[config.mk]
export PLATFORM = sky130hd
export DESIGN_NAME = coin_machine_v2
export DESIGN_NICKNAME = d
export VERILOG_FILES = /design/src/rtl/coin_machine_v2.sv
export SDC_FILE = /design/constraint.sdc
export NUM_CORES = 1
export LEC_CHECK = 0
export ABC_AREA = 1
export CORE_MARGIN = 1.5
export CORE_UTILIZATION = 50
export DETAILED_ROUTE_END_ITERATION = 16
export GPL_ROUTABILITY_DRIVEN = 1
export PLACE_DENSITY = 0.8
export SYNTH_ARGS = -nofsm -noshare
export SYNTH_HDL_FRONTEND = slang
export SYNTH_SLANG_ARGS = --single-unit
[constraint.sdc]
create_clock -name clk -period 6.86 [get_ports clk]
set_input_delay 1.372 -clock clk [delete_from_list [all_inputs] [get_ports clk]]
set_output_delay 1.372 -clock clk [all_outputs]
set_load 0.02 [all_outputs]
[src/rtl/coin_machine_v2.sv]
// coin_machine_v2: edge-detected coin accumulator that pulses a vend and keeps any excess as credit
module coin_machine_v2 #(
  parameter int unsigned PRICE = 30
) (
  input  logic       clk,
  input  logic       rst,
  input  logic       nickel,
  input  logic       dime,
  input  logic       quarter,
  output logic       dispenseNoBalance,
  output logic       dispenseBalance,
  output logic [7:0] count
);
  localparam logic [8:0] P9 = 9'(PRICE);
  logic       prev_n, prev_d, prev_q;
  logic [5:0] coins;
  logic [8:0] sum, diff;
  logic [7:0] count_nx;
  logic       nb_nx, b_nx;
  // coin value this cycle from rising edges, then the next balance and vend decision
  always_comb begin
    coins = (nickel && !prev_n ? 6'd5 : 6'd0) + (dime && !prev_d ? 6'd10 : 6'd0) +
            (quarter && !prev_q ? 6'd25 : 6'd0);
    sum = {1'b0, count} + {3'b0, coins};
    diff = sum - P9;
    count_nx = coins == 6'd0 ? count : sum < P9 ? sum[7:0] : sum == P9 ? 8'd0 : diff[7:0];
    nb_nx = coins != 6'd0 && sum == P9;
    b_nx = coins != 6'd0 && sum > P9;
  end
  // previous-value registers always track the inputs so a coin held through reset is not counted
  always_ff @(posedge clk) begin
    prev_n <= nickel;
    prev_d <= dime;
    prev_q <= quarter;
    if (rst) begin
      count <= 8'd0;
      dispenseNoBalance <= 1'b0;
      dispenseBalance <= 1'b0;
    end else begin
      count <= count_nx;
      dispenseNoBalance <= nb_nx;
      dispenseBalance <= b_nx;
    end
  end
endmodule

Word level (Yosys, flattened, before mapping)

Cells that the tools add are included.

Add/sub/neg operators: 4
$lt $le $gt $ge: 2
Equality and inequality tests: 1
Muxes and demuxes: 5
Reduce and logical (&&, ||, !) cells: 10

Operators by type and width:

| cell                                                                  | number |
|---|---|
| 8-bit two-way mux                                                     | 2 |
| 8-bit by 6-bit adder with 9-bit output                                | 1 |
| 9-bit by 5-bit equality test with 1-bit output, second input constant | 1 |
| 9-bit by 5-bit > comparator with 1-bit output, second input constant  | 1 |
| 9-bit by 5-bit < comparator with 1-bit output, second input constant  | 1 |
| 8-bit by 5-bit subtractor with 8-bit output, second input constant    | 1 |
| 5-bit by 5-bit adder with 6-bit output                                | 1 |
| 6-bit zero test                                                       | 1 |
| 6-bit nonzero test                                                    | 1 |
| 3-bit by 4-bit adder with 5-bit output                                | 1 |
| 1-bit logical AND                                                     | 5 |
| 5-bit two-way mux                                                     | 1 |
| 4-bit two-way mux                                                     | 1 |
| 1-bit zero test                                                       | 3 |
| 3-bit two-way mux                                                     | 1 |

Register bits after elaboration: 13
Output and inout bits: 10

Longest topological paths before layout

Gate-level depths: netlist (run 1).

Word-level depth: 9
Gate-level depth with buffers: 21

Worst setup path after synthesis (run 1)

No wires, ideal clock.

Path kind: input -> register
Start point: in dime
End point: reg count[6]
Data arrival time: 3580 ps
Setup slack: 3167 ps
Stages: 20
Buffers on the path: 0
Cells stage by stage: inv_1 nor2_1 inv_1 ha_1 inv_1 xor2_1 inv_1 ha_1 nand2_1 nand2_2 o21ai_2 nand2_4 nor2_2 nand2_2 nor2_2 nand2_2 nand2_4 nor2_4 nand2_1 nand2_1

Word-level cells in the longest chain between the ends: 8
Elaborated cells between the ends (all ways): 11
Those cells by class: add/sub: 4; order compare: 1; eq/ne: 1; mux: 3; reduce/logical: 2

RTL lines:

| item                                                                                                                 | RTL line | text |
|---|---|---|
| start: declaration                                                                                                   | 8        | `input logic dime,` |
| 1-bit logical AND (*)                                                                                                | 22       | `coins = (nickel && !prev_n ? 6'd5 : 6'd0) + (dime && !prev_d ? 6'd10 : 6'd0) +` |
| 4-bit two-way mux (*)                                                                                                | 22       |  |
| 3-bit by 4-bit adder with 5-bit output (*)                                                                           | 22       |  |
| 5-bit by 5-bit adder with 6-bit output (*)                                                                           | 22       |  |
| 8-bit by 6-bit adder with 9-bit output                                                                               | 24       | `sum = {1'b0, count} + {3'b0, coins};` |
| 8-bit by 5-bit subtractor with 8-bit output / 9-bit by 5-bit equality test with 1-bit output (equally long branches) | 25, 26   |  |
| 8-bit two-way mux (2 in series)                                                                                      | 26       | `count_nx = coins == 6'd0 ? count : sum < P9 ? sum[7:0] : sum == P9 ? 8'd0 : diff[7:0];` |
| end signal: assignment                                                                                               | 40       | `count <= count_nx;` |
| end: declaration                                                                                                     | 12       | `output logic [7:0] count` |

Mark *: on every way between the ends. The rest lies on a longest branch, timed or not.
A chain may end at the register's enable or synchronous reset.

Worst setup path in the final report (run 1)

Start point: in dime
End point: reg count[7]

Same word-level chain as after synthesis.

==> results.toml, run 1 <==
[timing]
min_period_ps = 4150
relSlewSlack = 0.771
finalClockSkew_ps = 2.10
worst_pin_slew_ps = 340
tns_ps = 0
fin_crit_sh = 0.604
finalHoldViolCount = 0
max_clock_freq_mhz = 241
rsz0062_at_grt = "false"
drv_slew = 0
setup_viol = 0

[grt]
grt_start_max_net_pins = 9
overflow = 0
antenna_found_initial = 0
grt_pass1_wl_um = 4670
grt_use_total = 0.232
grt_pass1_vias = 1110

[power]
peakVddDrop_mv = 0.285
leakage_nw = 0.776
p_per_area_nw_per_um2 = 427

[min_path]
hold_start = "count[7]"
holdPathEnd = "count[7]"
hold_class = "reg2reg"
whs_path_depth = 2

[final_layout]
fin_area_um2 = 1440
drive_gt1_frac = 0.200
nFillCells = 214
seqCellArea_um2 = 260
n_antenna_cell = 0
nNetsFinal = 208
area_growth_syn_to_layout_pct = 16.3
multi_input_area_um2 = 855
final_core_util = 0.633

[setup_path]
criticalPathCategory = "in2reg"
cp_max_fo = 6
worst-r2r-cell-count = 19
worstPathArrival_ps = 4340
cp-end-kind = "flop"
reg2reg_from = "prev_q"
crit_required_ps = 7050
start_kind = "input port"
rrSetupSlack_ps = 3990
reg2reg_to = "count[7]"

[routing]
drc = 0
routedWlPerCell_um = 12.2
first_pass_iters = 4
antenna_left = 0
maxUsedRoutingLayer = "met4"
drtIter0Drc = 30
wl_met2_um = 1320
wl_met1_um = 1150
wl_met3_um = 128
dr_total_vias = 1125
wl_um = 2670
viasPerCell = 5.16

[floorplan]
start_util = 0.544
fp.dieW_um = 52.8
die_area_um2 = 2790
core_area_um2 = 2280
row_count = 17
ios = 15
die_h_um = 52.8

[yosys]
yosys_register_bits = 13
synth_edf_count = 0
synth.distinct_cells = 23
synth_most_common_cell = "nand2_1"
syn_area_um2 = 1240
async_flop_share = 0
synthCells = 172
synthTopCellsByCount = "39 x nand2_1, 33 x inv_1, 15 x nand3_1"
yosys.area.top_type = "dfxtp_1"
ys.flop_type = "dfxtp_1"
ys_warn_count = 0
avgSynthCellArea_um2 = 7.20
synth.net_count = 189
synth_top_area_share = 0.210
synth_area_leaders = "dfxtp_1 21%, nand2_1 12%, ha_1 11%"
ys_seq_area_frac = 0.210

[clock_tree]
post_cts_resized = 0
post_cts_buffers = 0
clock-sinks = 13
tritoncts = "built"
root_buffer = "clkbuf_4"
htree_num_levels = 1
hold_buffers = 0
clk_pin_slew_ps = 80
cts_buffer_depth = 2
numCtsBuffers = 3
insertion_delay_ps = 290

[placed_design]
hpwl_um = 2250
gp_congestion = 0.878
placed_area_um2 = 1410
io_buffers = 14

[run]
drv_cap = 0

[outcome]
status = "finished clean"
[where the power goes]
part	internal [mW]	leakage (nW)	total [mW]	switching, mW
combinational	0.167	0.653	0.441	0.274
clock	0.0227	0.0150	0.0498	0.0271
sequential	0.0992	0.108	0.124	0.0247
total	0.289	0.776	0.614	0.326
[per-layer routing]
layer,global-route usage,up-vias
met3,0.0286,9
met2,0.398,32
met4,0.124,0
met5,0,-
met1,0.277,511
li1,-,573
[worst max path at each step]
stage / start / endpoint / depth (start not counted)
after detailed placement: dime / count[5] / 22
final: dime / count[7] / 22
after global placement: dime / count[7] / 21
after CTS: quarter / count[5] / 21
after global routing: dime / count[7] / 22
after floorplan: dime / count[6] / 20
[layout make-up]
class / count / share of cell area
clock buffers: 4 / 0.0182
inverters: 33 / 0.0860
well taps: 28 / 0.0243
flip-flops and latches: 13 / 0.181
multi-input cells: 126 / 0.593
repair buffers: 14 / 0.0973
[cell usage in the layout, fill, tap and decap left out, types with 2 or more instances in the layout]
| master | synthesis | final |
|---|---|---|
| nand2_4 | 9 | 9 |
| a21oi_1 | 2 | 2 |
| nor2_8 | 2 | 2 |
| nand2_1 | 39 | 39 |
| clkbuf_4 | 0 | 3 |
| inv_1 | 33 | 33 |
| nand3_2 | 3 | 3 |
| clkdlybuf4s50_1 | 0 | 14 |
| nor2_4 | 3 | 3 |
| ha_1 | 11 | 11 |
| dfxtp_1 | 13 | 13 |
| nand3_1 | 15 | 15 |
| nor2_1 | 10 | 10 |
| xor2_1 | 5 | 5 |
| nand2_2 | 9 | 9 |
| a21oi_2 | 3 | 3 |
| nor2_2 | 4 | 4 |
| o21ai_0 | 4 | 4 |
[state kept, by name (all words and copies together), names as in the netlist]
| name | flops |
|---|---|
| count | 8 |
| dispenseBalance | 1 |
| dispenseNoBalance | 1 |
| prev_d | 1 |
| prev_n | 1 |
| prev_q | 1 |
[logic make-up after synthesis]
logic type,after synthesis,synth area share
buffers and inverters,33,0.100
AOI/OAI and AO/OA,11,0.0586
adders and majority gates,12,0.127
xor gates and xnor gates,6,0.0424
DFF,13,0.210
and+or+nand+nor,97,0.462
[critical path, stage by stage]
cell and delay, ps:
clkdlybuf4s50_1 480, inv_1 40, nor2_1 200, inv_1 80
ha_1 280, inv_1 70, xor2_1 280, inv_1 80
ha_1 390, nand2_2 90, nor2_2 130, nor2_1 70
nand2_2 70, nand2_4 90, nor2_2 140, nand2_2 70
nor2_2 90, nand2_2 90, nand2_4 80, nor2_4 40
nand2_1 70, nand2_1 40
[metrics by stage]
stage	total power, mW	worst slack, ps	hold WS, ps	cells
floorplan	0.452	3170	542	172
global placement	0.543	2500	478	214
detailed placement	0.561	2390	481	214
CTS	0.614	2700	492	218
global route	0.664	2380	536	218
finish	0.614	2710	490	218
No activity file was read; power rests on OpenSTA's default activity.
==> inputs of run 2 (changes only) <==
==> constraint.sdc (replaced) <==
create_clock -name clk -period 4.07 [get_ports clk]
set_input_delay 0.814 -clock clk [delete_from_list [all_inputs] [get_ports clk]]
set_output_delay 0.814 -clock clk [all_outputs]
set_load 0.02 [all_outputs]
==> run 2 against run 1 <==
Against the previous run:
- sequential cell count unchanged
- core utilization is 0.055 points higher
- highest routed layer unchanged
- die area did not move
- critical path type unchanged
- largest power group unchanged
==> results.toml, run 2 (synthesis gave the netlist of run 1 again) <==
[grt]
busiest_layer = "met2"
grt_pass1_wl_um = 4490
grt_use_met3 = 0.0286
use_met1 = 0.271
grtUsageMet2 = 0.390
grt_use_total = 0.226
antenna_found_initial = 0
grt_pass1_vias = 1056
overflow = 0
grt_start_max_net_pins = 9

[timing]
max_clock_freq_mhz = 270
fin_ws_ps = 366
hold_ws_ps = 493
worst_pin_slew_ps = 359
fin_crit_sh = 0.910
finalHoldViolCount = 0
tns_ps = 0
min_period_ps = 3700
setup_viol = 0
relSlewSlack = 0.760
finalClockSkew_ps = 2.03
drv_slew = 0
rsz0062_at_grt = "false"

[final_layout]
nNetsFinal = 208
mostFrequentLayoutCells = "39 x nand2_1, 33 x inv_1, 15 x nand3_1, 14 x clkdlybuf4s50_1, 13 x dfxtp_1"
fin_area_um2 = 1440
final_common_cell = "nand2_1"
regMostFlops = "count"
drive_gt1_frac = 0.205
n_antenna_cell = 0
final_core_util = 0.633
largest_reg_flops = 8
area_growth_syn_to_layout_pct = 16.4

[power]
netSwitchingFraction = 0.527
p_seq_frac = 0.202
p_sw_mw = 0.539
p_per_area_nw_per_um2 = 710
p_clk_frac = 0.082
leakage_nw = 0.778
combPwrFrac = 0.717
power.internal_mw = 0.484
peakVddDrop_mv = 0.490

[placed_design]
hpwl_um = 2260
pre_cts_ws_ps = 75.5
gp_congestion = 0.887
placed_area_um2 = 1410
io_buffers = 14

[clock_tree]
hold_buffers = 0
insertion_delay_ps = 290
clock-sinks = 13
post_cts_buffers = 0
clk_pin_slew_ps = 80
tritoncts = "built"
numCtsBuffers = 3
htree_num_levels = 1
post_cts_resized = 0
root_buffer = "clkbuf_4"
cts_buffer_depth = 2

[setup_path]
criticalPathCategory = "in2reg"
start_kind = "input port"
cp_max_fo = 6
reg2reg_from = "prev_q"
cp-end-kind = "flop"
startpoint = "quarter"
worstPathArrival_ps = 3890
crit_required_ps = 4250

[routing]
drc = 0
antenna_left = 0
routedWlPerCell_um = 11.9
drtIter0Drc = 20
first_pass_iters = 4
dr_total_vias = 1076
viasPerCell = 4.94
wl_um = 2600

[floorplan]
die_h_um = 52.8
ios = 15
die_area_um2 = 2790
start_util = 0.544
row_count = 17
core_area_um2 = 2280
fp.dieW_um = 52.8

[run]
drv_cap = 0

[min_path]
hold_class = "reg2reg"
hold_start = "count[7]"

[outcome]
status = "finished clean"
run 2: cell count changes in the layout (fill, tap and decap cells not counted), sizes merged:
cell    change
clkinv      +1
clkbuf      -1
run 2: worst max-delay path, stage by stage:
cell and delay, ps:
clkdlybuf4s50_1 470, inv_1 40, nor2_1 280, ha_1 300, inv_1 80, xor2_1 270, inv_1 80, ha_1 400
nand2_2 100, nor2_2 140, nor2_1 70, nand2_2 70, nand2_4 90, nor2_2 170, nand2_2 70, nor2_2 90
nand2_2 100, nand2_4 80, nor2_4 40, nand2_1 60, nand2_1 60
run 2: final timing paths:
path                   end  slack, ps  cells past startpoint
setup reg to reg  count[5]       1080                     19
setup / recovery  count[5]        370                     21
hold / removal    count[7]        490                      2
hold reg to reg   count[7]        490                      2
run 2: stage by stage:
| stage | std cells | total power [mW] |
|---|---|---|
| 4_1_cts | 218 | 1.03 |
| 3_3_place_gp | 214 | 0.918 |
| 2_1_floorplan | 172 | 0.761 |
| 6_report | 218 | 1.02 |
| 5_1_grt | 218 | 1.11 |
| 3_5_place_dp | 214 | 0.942 |
run 2: routing by layer:
metal  part of all wire  vias up
met4              0.026        0
met2               0.49       15
met5                  0        -
met3              0.041        7
met1               0.44      484
li1                   -      570
run 2: area by class of cell:
cell class              instances  area [µm²]
fillers                       199         835
multi-input cells             126         855
flip-flops and latches         13         260
clock inverters                 1        5.00
repair buffers                 14         140
well taps                      28        35.0
inverters                      33         124
clock buffers                   3        22.5
run 2: power groups by stage:
stage | Clock [mW] | Sequential (mW) | Combinational, mW
global placement | 0 | 0.208 | 0.710
detailed placement | 0 | 0.210 | 0.732
finish | 0.0834 | 0.206 | 0.733
CTS | 0.0869 | 0.207 | 0.735
floorplan | 0 | 0.244 | 0.518
global route | 0.0913 | 0.211 | 0.803
==> inputs of run 3 (changes only) <==
--- a/config.mk
+++ b/config.mk
@@ -6,7 +6,6 @@
 export NUM_CORES = 1
 export LEC_CHECK = 0
 export ABC_AREA = 1
-export CORE_MARGIN = 1.5
 export CORE_UTILIZATION = 50
 export DETAILED_ROUTE_END_ITERATION = 16
 export GPL_ROUTABILITY_DRIVEN = 1
==> constraint.sdc (replaced) <==
create_clock -name clk -period 3.8 [get_ports clk]
set_input_delay 0.76 -clock clk [delete_from_list [all_inputs] [get_ports clk]]
set_output_delay 0.76 -clock clk [all_outputs]
set_load 0.02 [all_outputs]
==> run 3 against run 2 <==
Against the previous run:
- via count is 0.56% higher
- clock power increased by 5.2%
- count of clock-buffer cells in the layout is 1 higher
- combinational power rose by 5.6%
- final area grew 0.96%
- sequential cell count unchanged
- largest cell class unchanged
==> results.toml, run 3 (synthesis gave the netlist of run 1 again) <==
[setup_path]
crit_required_ps = 3990
crit_family = "simple AND/OR/NAND/NOR gates"
worstPathArrival_ps = 3730
worst-r2r-cell-count = 18
cp-end-kind = "flop"
start_kind = "input port"
reg2reg_to = "count[6]"
rrSetupSlack_ps = 940
worst_path_max_delay_cell = "clkdlybuf4s50_1"
crit_chain = "clkdlybuf4s50_1 -> inv_1 -> nor2_1 -> ha_1 -> ha_1 -> xor2_1 -> ha_1 -> inv_1 -> nand2_1 -> nand2_1 -> inv_1 -> ha_1 -> nand2_2 -> nor2_8 -> nor2_8 -> nand2_4 -> nand2_4 -> nor2_4 -> nand2_1 -> nand2_1"
reg2reg_from = "prev_q"
criticalPathCategory = "in2reg"
cp_max_fo = 6
cpPeakStageDelay_ps = 470
crit_buf_inv = 4

[grt]
grt_start_max_net_pins = 9
grt_pass1_vias = 1040
grt_use_total = 0.219
overflow = 0
antenna_found_initial = 0
grt_pass1_wl_um = 4310

[min_path]
whs_path_depth = 2
holdPathEnd = "count[7]"
hold_start = "count[7]"
hold_class = "reg2reg"

[placed_design]
gp_congestion = 0.863
io_buffers = 14
hpwl_um = 2070

[final_layout]
regMostFlops = "count"
nNetsFinal = 210
nFillCells = 191
final_core_util = 0.639
final_common_cell = "nand2_1"
mostFrequentLayoutCells = "39 x nand2_1, 33 x inv_1, 15 x nand3_1, 14 x clkdlybuf4s50_1, 13 x dfxtp_1"
largest_reg_flops = 8
n_antenna_cell = 0
area_growth_syn_to_layout_pct = 17.5
drive_gt1_frac = 0.208

[clock_tree]
post_cts_resized = 0
root_buffer = "clkbuf_4"
clock-sinks = 13
htree_num_levels = 1
numCtsBuffers = 3
hold_buffers = 0
tritoncts = "built"
post_cts_buffers = 0
cts_buffer_depth = 2
insertion_delay_ps = 280
clk_pin_slew_ps = 80

[timing]
max_clock_freq_mhz = 282
fin_crit_sh = 0.933
finalClockSkew_ps = 4.70
min_period_ps = 3550
tns_ps = 0
drv_slew = 0
setup_viol = 0
rsz0062_at_grt = "false"
finalHoldViolCount = 0
relSlewSlack = 0.778
worst_pin_slew_ps = 332

[floorplan]
core_area_um2 = 2280
start_util = 0.544
die_h_um = 51.8
row_count = 17
ios = 15
fp.dieW_um = 51.8
die_area_um2 = 2680

[routing]
viasPerCell = 4.92
antenna_left = 0
drc = 0
drtIter0Drc = 22
dr_total_vias = 1082
wl_um = 2400
first_pass_iters = 4
routedWlPerCell_um = 10.9

[power]
leakage_nw = 0.786
peakVddDrop_mv = 0.497
p_per_area_nw_per_um2 = 744

[outcome]
status = "finished clean"

[run]
drv_cap = 0
## run 3: layer usage
layer  wire, µm  GRT usage  vias up
met5          0          0        -
met4         80      0.122        0
met3         28     0.0263        7
met2       1140      0.359       10
met1       1150      0.277      495
li1           -          -      570
## run 3: worst max path at each step
stage / start / endpoint / slack [ps] / cells after the start
2_1_floorplan: dime / count[6] / 720 / 20
3_5_place_dp: quarter / count[6] / -30 / 20
3_3_place_gp: quarter / count[5] / 80 / 20
5_1_grt: quarter / count[5] / 40 / 20
6_report: quarter / count[6] / 250 / 20
4_1_cts: quarter / count[6] / 260 / 20
## run 3: tightest hold or removal path: cells and delay by family, from the launching register on
kind | cells | cell delay, ps
and+or+nand+nor | 2 | 110
DFF | 1 | 340
## run 3: layout make-up
class	count	area, µm²	share of cell area
Sequential cell	13	260	0.179
Multi-Input combinational cell	126	855	0.587
Timing Repair Buffer	16	155	0.107
Inverter	33	124	0.0851
Tap cell	28	35.0	0.0241
Clock buffer	4	26.3	0.0181
## run 3: power breakdown
group | switching [mW] | internal (mW) | leakage (nW)
Clock | 0.0469 | 0.0408 | 0.0150
Sequential | 0.0411 | 0.179 | 0.108
Combinational | 0.472 | 0.302 | 0.663
Total | 0.560 | 0.522 | 0.786
## run 3: stage by stage
step | power, mW | worst slack [ps] | hold WS, ps | cells | cell area (µm²)
finish | 1.08 | 254 | 486 | 220 | 1460
global placement | 0.974 | 75.7 | 473 | 216 | 1430
global route | 1.18 | 38.6 | 507 | 220 | 1460
detailed placement | 0.997 | -30.4 | 469 | 216 | 1430
floorplan | 0.816 | 719 | 542 | 172 | 1240
CTS | 1.09 | 264 | 485 | 220 | 1460
